$ cat src/rtl/k_fftsequencer_if.sv
// Bundle between the FFT sequencer and the RAM / twiddle ROM / butterfly it drives.
// K_FFTSEQ_INVERSE_EN adds the inverse request and the tw_conj twiddle-conjugate flag.
interface k_fftsequencer_if #(
    parameter int LOG2N = 10
);
    logic                 start;
    logic [2*LOG2N-1:0]   scale_sched;
    logic                 busy;
    logic                 done;
    logic [LOG2N-1:0]     stage;
    logic                 rd_en;
    logic [LOG2N-1:0]     rd_addr0;
    logic [LOG2N-1:0]     rd_addr1;
    logic [LOG2N-2:0]     tw_idx;
    logic [1:0]           scaling;
    logic                 wr_en;
    logic [LOG2N-1:0]     wr_addr0;
    logic [LOG2N-1:0]     wr_addr1;
`ifdef K_FFTSEQ_INVERSE_EN
    logic                 inverse;
    logic                 tw_conj;

    modport master (
        input  start, scale_sched, inverse,
        output busy, done, stage, rd_en, rd_addr0, rd_addr1, tw_idx, scaling,
               wr_en, wr_addr0, wr_addr1, tw_conj
    );
    modport slave (
        output start, scale_sched, inverse,
        input  busy, done, stage, rd_en, rd_addr0, rd_addr1, tw_idx, scaling,
               wr_en, wr_addr0, wr_addr1, tw_conj
    );
`else
    modport master (
        input  start, scale_sched,
        output busy, done, stage, rd_en, rd_addr0, rd_addr1, tw_idx, scaling,
               wr_en, wr_addr0, wr_addr1
    );
    modport slave (
        output start, scale_sched,
        input  busy, done, stage, rd_en, rd_addr0, rd_addr1, tw_idx, scaling,
               wr_en, wr_addr0, wr_addr1
    );
`endif
endinterface

$ cat src/rtl/k_fftsequencer.sv
// In-place radix-2 DIT FFT address/twiddle/scaling sequencer with write-back delay line.
// Optional K_FFTSEQ_INVERSE_EN: latches an inverse request and drives tw_conj while busy.
//
// state  | meaning
// IDLE   | waiting for start; outputs quiet
// ISSUE  | one butterfly read per cycle, b = 0..N/2-1 of stage s
// DRAIN  | PIPE_LAT cycles with no reads so stage s writes land before stage s+1 reads
// FINISH | one-cycle done pulse
module k_fftsequencer #(
    parameter int LOG2N    = 10,
    parameter int PIPE_LAT = 4
) (
    input  logic              clk,
    input  logic              rst,
    k_fftsequencer_if.master  bus
);
    typedef enum logic [1:0] {IDLE, ISSUE, DRAIN, FINISH} state_t;

    localparam int              CW       = (PIPE_LAT > 1) ? $clog2(PIPE_LAT) : 1;
    localparam logic [CW-1:0]   CNT_LOAD = CW'(PIPE_LAT - 1);
    localparam logic [LOG2N-2:0] B_LAST  = '1;
    localparam logic [LOG2N-1:0] S_LAST  = LOG2N'(LOG2N - 1);

    state_t               state, state_nxt;
    logic [LOG2N-2:0]     b;
    logic [LOG2N-1:0]     s;
    logic [CW-1:0]        cnt;
    logic [2*LOG2N-1:0]   sched_q;
    logic                 inv_q;

    logic                 rd_en, busy, done;
    logic [LOG2N-1:0]     addr0, addr1, b_ext, half, lo, tw_full;
    logic [LOG2N-2:0]     tw;
    logic [1:0]           scaling;

    logic                 pipe_en [PIPE_LAT];
    logic [LOG2N-1:0]     pipe_a0 [PIPE_LAT];
    logic [LOG2N-1:0]     pipe_a1 [PIPE_LAT];

    always_ff @(posedge clk or posedge rst) begin
        if (rst) state <= IDLE;
        else     state <= state_nxt;
    end

    always_ff @(posedge clk or posedge rst) begin
        if (rst) begin
            b       <= '0;
            s       <= '0;
            cnt     <= '0;
            sched_q <= '0;
            inv_q   <= 1'b0;
        end else begin
            case (state)
                IDLE: if (bus.start) begin
                    sched_q <= bus.scale_sched;
                    s       <= '0;
                    b       <= '0;
`ifdef K_FFTSEQ_INVERSE_EN
                    inv_q   <= bus.inverse;
`else
                    inv_q   <= 1'b0;
`endif
                end
                ISSUE: begin
                    b <= b + 1'b1;
                    if (b == B_LAST) cnt <= CNT_LOAD;
                end
                DRAIN: begin
                    if (cnt != '0)       cnt <= cnt - 1'b1;
                    else if (s != S_LAST) s  <= s + 1'b1;
                end
                default: ;
            endcase
        end
    end

    always_comb begin
        state_nxt = state;
        case (state)
            IDLE:    if (bus.start) state_nxt = ISSUE;
            ISSUE:   if (b == B_LAST) state_nxt = DRAIN;
            DRAIN:   if (cnt == '0) state_nxt = (s == S_LAST) ? FINISH : ISSUE;
            FINISH:  state_nxt = IDLE;
            default: state_nxt = IDLE;
        endcase
    end

    // Addresses are forced to zero outside ISSUE so the delay line carries clean zeros too.
    always_comb begin
        rd_en   = (state == ISSUE);
        busy    = (state == ISSUE) || (state == DRAIN);
        done    = (state == FINISH);
        scaling = sched_q[{s, 1'b0} +: 2];
        b_ext   = {1'b0, b};
        half    = LOG2N'(1) << s;
        lo      = b_ext & (half - 1'b1);
        addr0   = '0;
        addr1   = '0;
        tw_full = '0;
        if (rd_en) begin
            addr0   = ((b_ext >> s) << (s + 1'b1)) | lo;
            addr1   = addr0 | half;
            tw_full = lo << (S_LAST - s);
        end
        tw = tw_full[LOG2N-2:0];
    end

    always_ff @(posedge clk or posedge rst) begin
        if (rst) begin
            for (int i = 0; i < PIPE_LAT; i++) begin
                pipe_en[i] <= 1'b0;
                pipe_a0[i] <= '0;
                pipe_a1[i] <= '0;
            end
        end else begin
            pipe_en[0] <= rd_en;
            pipe_a0[0] <= addr0;
            pipe_a1[0] <= addr1;
            for (int i = 1; i < PIPE_LAT; i++) begin
                pipe_en[i] <= pipe_en[i-1];
                pipe_a0[i] <= pipe_a0[i-1];
                pipe_a1[i] <= pipe_a1[i-1];
            end
        end
    end

    assign bus.busy     = busy;
    assign bus.done     = done;
    assign bus.stage    = s;
    assign bus.rd_en    = rd_en;
    assign bus.rd_addr0 = addr0;
    assign bus.rd_addr1 = addr1;
    assign bus.tw_idx   = tw;
    assign bus.scaling  = scaling;
    assign bus.wr_en    = pipe_en[PIPE_LAT-1];
    assign bus.wr_addr0 = pipe_a0[PIPE_LAT-1];
    assign bus.wr_addr1 = pipe_a1[PIPE_LAT-1];
`ifdef K_FFTSEQ_INVERSE_EN
    assign bus.tw_conj  = busy & inv_q;
`endif
endmodule

$ cat src/flat_wrapper.sv
// flat-port wrapper written by rule: the top's interface ports become plain ports
module k_fftsequencer_flat 
#(
    parameter int LOG2N    = 10,
    parameter int PIPE_LAT = 4
)
  (clk, rst, bus_start, bus_scale_sched, bus_busy, bus_done, bus_stage, bus_rd_en, bus_rd_addr0, bus_rd_addr1, bus_tw_idx, bus_scaling, bus_wr_en, bus_wr_addr0, bus_wr_addr1);
  k_fftsequencer_if #(.LOG2N(LOG2N)) bus_i ();
  input  logic clk;
  input  logic rst;
  input wire logic [$bits(bus_i.start)-1:0] bus_start;
  input wire logic [$bits(bus_i.scale_sched)-1:0] bus_scale_sched;
  output wire logic [$bits(bus_i.busy)-1:0] bus_busy;
  output wire logic [$bits(bus_i.done)-1:0] bus_done;
  output wire logic [$bits(bus_i.stage)-1:0] bus_stage;
  output wire logic [$bits(bus_i.rd_en)-1:0] bus_rd_en;
  output wire logic [$bits(bus_i.rd_addr0)-1:0] bus_rd_addr0;
  output wire logic [$bits(bus_i.rd_addr1)-1:0] bus_rd_addr1;
  output wire logic [$bits(bus_i.tw_idx)-1:0] bus_tw_idx;
  output wire logic [$bits(bus_i.scaling)-1:0] bus_scaling;
  output wire logic [$bits(bus_i.wr_en)-1:0] bus_wr_en;
  output wire logic [$bits(bus_i.wr_addr0)-1:0] bus_wr_addr0;
  output wire logic [$bits(bus_i.wr_addr1)-1:0] bus_wr_addr1;
  assign bus_i.start = bus_start;
  assign bus_i.scale_sched = bus_scale_sched;
  assign bus_busy = bus_i.busy;
  assign bus_done = bus_i.done;
  assign bus_stage = bus_i.stage;
  assign bus_rd_en = bus_i.rd_en;
  assign bus_rd_addr0 = bus_i.rd_addr0;
  assign bus_rd_addr1 = bus_i.rd_addr1;
  assign bus_tw_idx = bus_i.tw_idx;
  assign bus_scaling = bus_i.scaling;
  assign bus_wr_en = bus_i.wr_en;
  assign bus_wr_addr0 = bus_i.wr_addr0;
  assign bus_wr_addr1 = bus_i.wr_addr1;
  k_fftsequencer #(.LOG2N(LOG2N), .PIPE_LAT(PIPE_LAT)) u_core (.clk(clk), .rst(rst), .bus(bus_i));
endmodule
$ cat config.mk
export PLATFORM = sky130hd
export DESIGN_NAME = k_fftsequencer_flat
export DESIGN_NICKNAME = d
export VERILOG_FILES = /design/src/rtl/k_fftsequencer_if.sv /design/src/rtl/k_fftsequencer.sv /design/src/flat_wrapper.sv
export SDC_FILE = /design/constraint.sdc
export NUM_CORES = 1
export LEC_CHECK = 0
export ABC_AREA = 1
export CAP_MARGIN = 20
export CORE_ASPECT_RATIO = 1.75
export CORE_MARGIN = 2
export CORE_UTILIZATION = 35
export DETAILED_ROUTE_END_ITERATION = 7
export GPL_TIMING_DRIVEN = 0
export PLACE_DENSITY = 0.51
export SYNTH_ARGS = -nofsm -noshare
export SYNTH_HDL_FRONTEND = slang
export SYNTH_SLANG_ARGS = --single-unit
$ cat constraint.sdc
create_clock -name clk -period 9.4 [get_ports clk]
set_input_delay 1.88 -clock clk [delete_from_list [all_inputs] [get_ports clk]]
set_output_delay 1.88 -clock clk [all_outputs]
set_load 0.02 [all_outputs]
== Yosys cells after proc, flatten, opt, wreduce, memory -nomap -nowiden ==
Index checks and enable logic that the tools add are counted.

* Reductions and logical operators: 12
* Add/sub/neg operators: 5
* Bitwise operators: 3
* Mux-type cells: 17
* Eq/ne operators: 12
* Shift-type cells: 5

{| class="wikitable"
|+ Operators with widths
! operator !! count
|-
| $mux W10 || 5
|-
| $or A10 B10 Y10 || 2
|-
| $pmux W10 S2 || 1
|-
| $shiftx A20 B12 Y2 || 1
|-
| $mux W9 || 2
|-
| $pmux W9 S2 || 1
|-
| $mux W2 || 6
|-
| $add A10 B1 Y10 const B || 1
|-
| $and A9 B10 Y10 || 1
|-
| $eq A10 B4 Y1 const B || 1
|-
| $ne A10 B4 Y1 const B || 1
|-
| $shl A1 B10 Y10 const A || 1
|-
| $shl A10 B10 Y10 || 1
|-
| $shl A10 B10 Y9 || 1
|-
| $shr A9 B10 Y10 || 1
|-
| $sub A10 B1 Y10 const B || 1
|-
| $sub A4 B10 Y10 const A || 1
|-
| $add A9 B1 Y9 const B || 1
|-
| $eq A9 B9 Y1 const B || 1
|-
| $pmux W2 S4 || 1
|-
| $reduce_bool A2 Y1 || 4
|-
| $ne A2 B1 Y1 const B || 3
|-
| $ne A2 B2 Y1 const B || 3
|-
| $reduce_and A3 Y1 || 2
|-
| 8 further kinds || 11
|}

* Logic and storage cells: 71
* Bits of input ports: 23
* Output and inout port bits: 65
* Flip-flop bits (word level): 127

== Depth between registers and ports, before layout ==
* Word-level depth: 6
* Gate-level depth with buffers: 19
* Gate-level depth less buffers: 18

== Worst setup path before layout ==
No wires, ideal clock.

* Kind: register to output
* From: reg u_core.s[1], in the netlist u_core.bus.stage[1]
* To: out bus_tw_idx[7]
* Path slack: 4.768 ns
* Arrival: 2.752 ns
* Stages on the path, launching flop included: 18
* Required time: 7.520 ns
* Path through: dfrtp_1 > inv_2 > buf_2 > buf_1 > ha_1 > inv_1 > nand2_1 > nand3_1 > nand2_1 > nand2_1 > nor2_4 > nand3_4 > nor2_4 > nand2_1 > o21ai_2 > or2_1 > nand3_1 > a21oi_1

* Word-level cells in the longest chain between the ends: 5
* Elaborated cells between the ends (all ways): 6
* Those cells by class: add/sub (2); shift (2); mux (1); bitwise (1)

{| class="wikitable"
|+ Ends and longest elaborated chain
! element !! RTL line !! RTL
|-
| start: declaration || k_fftsequencer.sv:26 || <nowiki>logic [LOG2N-1:0] s;</nowiki>
|-
| start signal: assignment || k_fftsequencer.sv:70 || <nowiki>else if (s != S_LAST) s <= s + 1'b1;</nowiki>
|-
| $shl A1 B10 Y10 || k_fftsequencer.sv:95 || <nowiki>half = LOG2N'(1) << s;</nowiki>
|-
| $sub A10 B1 Y10 || k_fftsequencer.sv:96 || <nowiki>lo = b_ext & (half - 1'b1);</nowiki>
|-
| $and A9 B10 Y10 || k_fftsequencer.sv:96 ||
|-
| $shl A10 B10 Y9 (*) || k_fftsequencer.sv:103 || <nowiki>tw_full = lo << (S_LAST - s);</nowiki>
|-
| $mux W9 (*) || k_fftsequencer.sv:100 || <nowiki>if (rd_en) begin</nowiki>
|-
| end: declaration || flat_wrapper.sv:19 || <nowiki>output wire logic [$bits(bus_i.tw_idx)-1:0] bus_tw_idx;</nowiki>
|}

Mark *: on every way between the ends. The rest lies on a longest branch, timed or not.

== Final worst setup path ==
* From: reg u_core.s[1], in the netlist u_core.bus.stage[1]
* To: out bus_tw_idx[8]

Same word-level chain as after synthesis.

==> summary.log <==
INFO  placement      rd_place_congestion=0.964
INFO  yosys          synth.ff_latch_count=127
INFO  yosys          yosys-top-cells-area=sky130_fd_sc_hd__dfrtp_1 51%, sky130_fd_sc_hd__nand2_1 11%, sky130_fd_sc_hd__nand3_1 7.6%
INFO  clock_tree     htreeDepth=4
INFO  drt            drc_errors=0
INFO  final_layout   antenna_cells_inserted=0
INFO  timing         report.final.slew_viol_count=0
INFO  worst_setup_path critical_path_peak_fanout=10
INFO  die            floorplan.core_area=17500um^2
INFO  clock_tree     clk_pin_slew=0.06ns
INFO  clock_tree     post_cts_buffers=0
INFO  final_layout   nNetsFinal=870
INFO  final_layout   register_area=3180um^2
INFO  timing         fin_skew=0.0133ns
INFO  final_layout   final_instance_area=8100um^2
INFO  clock_tree     clk_path_buf_depth=2
INFO  final_layout   area_growth_syn_to_layout=30.2%
INFO  power_and_ir_drop cellLeakagePower=3.82nW
INFO  worst_setup_path timing.critical_path.cells=inv_2, buf_2, buf_1, ha_1, inv_1, nand2_1, nand3_1, nand2_1, nand2_1, nor2_4, nand3_4, nor2_4, nand2_2, nor2_2, nand4_1, nand2_1, inv_1, a21oi_2, clkdlybuf4s50_1
INFO  timing         finalHoldViolations=0
INFO  power_and_ir_drop power_switching=0.261mW
INFO  power_and_ir_drop p_int=1.07mW
INFO  power_and_ir_drop power_density=164nW/um^2
INFO  yosys          synth_area_leader_cell=sky130_fd_sc_hd__dfrtp_1
INFO  power_and_ir_drop power_switching_share=0.196
INFO  clock_tree     cts_tree=done
INFO  yosys          synth_ff_type=sky130_fd_sc_hd__dfrtp_1
INFO  clock_tree     clk_root_buffer_cell=sky130_fd_sc_hd__clkbuf_16
INFO  power_and_ir_drop ir_drop=0.0983mV
INFO  drt            antenna_violating_nets_post_route=0
INFO  placement      detailedPlacementHpwl=14.7mm
INFO  yosys          ys_warn_count=0
INFO  global_routing number_of_antenna_violations_at_the_first_check_in_global_routing=0
INFO  global_routing grt_pass1_wl=29.8mm
INFO  timing         max_slew.worst_pin.slew=0.718ns
INFO  timing         layout_min_cycle_time=6.29ns
INFO  run_status     outcome=finished clean
INFO  die            design.die.area=18900um^2
INFO  power_and_ir_drop power.sequential.fraction=0.411
INFO  timing         fin_setup_tns=0ns
INFO  flow_run       cap_viol_max_count=0
INFO  global_routing grt_use_total=0.208
INFO  clock_tree     holdBufCountCts=0
INFO  drt            wl=19.0mm
INFO  worst_setup_path timing.setup.critical_path_class=reg -> out
INFO  clock_tree     cts_num_sinks=127
INFO  timing         max_clock_freq=0.159GHz
INFO  final_layout   num-fill-cells=1782
INFO  drt            first_iter_violations=328
INFO  yosys          post_synthesis_net_count=763
INFO  power_and_ir_drop power.share.clock=0.573
INFO  die            dieWidth=105um
INFO  worst_setup_path worstSetupEndpointType=output port
INFO  die            initial_utilization=0.356
INFO  placement      place.port_buffers=87
INFO  clock_tree     postCtsResizedCells=0
INFO  worst_setup_path critical-path-max-stage-delay=0.63ns
INFO  placement      post_dp_cell_area=7410um^2
INFO  worst_setup_path cp.buffers_inverters=6
INFO  final_layout   layout_commonest_cell=sky130_fd_sc_hd__nand2_1
INFO  global_routing maximum_number_of_pins_on_one_net_before_global_route_repair=79
INFO  die            die_y=180um
INFO  yosys          ys_types=41
INFO  timing         endpoints_failing_setup=0
INFO  global_routing gr-total-overflow=0
INFO  final_layout   leading_cell_types_in_the_layout_fill_and_taps_excluded=179 x sky130_fd_sc_hd__nand2_1, 127 x sky130_fd_sc_hd__dfrtp_1, 94 x sky130_fd_sc_hd__nand3_1, 87 x sky130_fd_sc_hd__clkdlybuf4s50_1, 62 x sky130_fd_sc_hd__inv_1
INFO  die            placement_rows=64
INFO  yosys          post_synth_edffs=0
INFO  clock_tree     tritoncts.num_buffers=17
INFO  global_routing grt_pass1_vias=5471
INFO  yosys          postSynthAreaPerCell=8.53um^2
INFO  worst_setup_path cp-start-kind=flop
INFO  clock_tree     clk-insertion-delay-late=0.42ns
INFO  power_and_ir_drop power.combinational.fraction=0.016
INFO  worst_setup_path critical_path.top_delay_family=buffers and inverters
INFO  drt            vias=5381
INFO  yosys          synth_async_sr_flop_share=1.00
INFO  worst_hold_path min_path_type=reg -> reg
INFO  yosys          netlist_instances=729
INFO  die            io-pin-count=88
INFO  worst_setup_path slowest_stage=sky130_fd_sc_hd__clkdlybuf4s50_1
INFO  worst_setup_path crit_path_frequent_cell=sky130_fd_sc_hd__nand2_1
INFO  final_layout   drive_gt1_frac=0.132
INFO  worst_setup_path worst_ep_required_time=7.52ns
INFO  drt            avgViaCountPerCell=4.98
INFO  drt            1st_pass_router_iterations=5
INFO  worst_setup_path timing.critical_path.arrival=4.41ns
INFO  yosys          synth.top_cell.area_share=0.511
INFO  timing         min_period_over_period=0.670
INFO  yosys          synth-seq-area-share=0.511
INFO  timing         rsz0062_at_grt=no
INFO  timing         holdWs=0.344ns
INFO  timing         timing.slew.headroom=0.519
INFO  drt            post_drt_wl_per_cell=17.6um
INFO  yosys          synth_area=6220um^2
INFO  final_layout   multi_input_comb_area=2450um^2
## registers in the layout, summed over array words and instances, names as in the netlist
register and cells:
u_core.b 9, u_core.bus.stage 10, u_core.bus.wr_addr0 10, u_core.bus.wr_addr1 10
u_core.bus.wr_en 1, u_core.cnt 2, u_core.pipe_a0 30, u_core.pipe_a1 30
u_core.pipe_en 3, u_core.sched_q 20, u_core.state 2
## logic make-up after synthesis
group	after synthesis	share of synthesized area
AO/OA/AOI/OAI	86	0.0807
XOR/XNOR	8	0.0113
buffers and inverters	124	0.0950
flip-flops	127	0.511
adder cells (fa/ha/maj)	11	0.0221
AND/OR/NAND/NOR	373	0.280
## power by group through the flow
| stage | Sequential, mW | Clock (mW) | Combinational (mW) |
|---|---|---|---|
| 2_1_floorplan | 0.557 | 0 | 0.00800 |
| 3_3_place_gp | 0.557 | 0 | 0.0200 |
| 3_5_place_dp | 0.557 | 0 | 0.0224 |
| 4_1_cts | 0.547 | 0.788 | 0.0224 |
| 5_1_grt | 0.546 | 0.812 | 0.0241 |
| 6_report | 0.547 | 0.764 | 0.0212 |
## layout make-up
cell class / count / share of cell area
sequential: 127 / 0.393
buffer: 48 / 0.0377
multi-input combinational: 478 / 0.302
clock inverter: 12 / 0.0284
clock buffer: 20 / 0.0564
timing repair buffer: 88 / 0.111
inverter: 76 / 0.0359
tap: 231 / 0.0357
## routing by layer
metal	routed length, um	global-route usage
met1	6960	0.216
met3	719	0.0365
met4	1060	0.124
met2	10300	0.384
met5	0	0
## worst paths after layout
kind / cells after the start / slack (ns) / from / end
worst max-delay path: 19 / 3.11 / u_core.bus.stage[1]$_DFFE_PP0P_ / bus_tw_idx[8]
worst min-delay path: 0 / 0.34 / u_core.pipe_a1[10]$_DFF_PP0_ / u_core.bus.wr_addr1[0]$_DFF_PP0_
worst max register to register: 9 / 6.18 / u_core.bus.stage[1]$_DFFE_PP0P_ / u_core.bus.stage[1]$_DFFE_PP0P_
worst min register to register: 0 / 0.34 / u_core.pipe_a1[10]$_DFF_PP0_ / u_core.bus.wr_addr1[0]$_DFF_PP0_
max in group asynchronous: 3 / 6.79 / rst / u_core.pipe_a0[18]$_DFF_PP0_
min in group asynchronous: 2 / 1.88 / rst / u_core.bus.wr_en$_DFF_PP0_
## synth_stat cells, drive strengths merged, types with 2 or more instances
cell       n
nand2    186
dfrtp    127
nand3     98
inv       74
nor2      56
buf       42
o21ai     35
a21oi     25
nand4     17
o22ai     12
ha        11
nor3      11
xor2       8
clkbuf     6
a31oi      3
o221ai     3
clkinv     2
nor4       2
o2111ai    2
or2        2
## stage by stage
step	cells	utilization	total power [mW]	setup WS, ns
after CTS	1080	0.464	1.36	3.16
after global placement	1047	0.423	0.577	2.50
after detailed placement	1048	0.424	0.579	3.64
after floorplan	729	-	0.565	4.14
after global routing	1080	0.464	1.38	2.83
final	1080	0.464	1.33	3.11
Power figures use the tool's default switching activity.
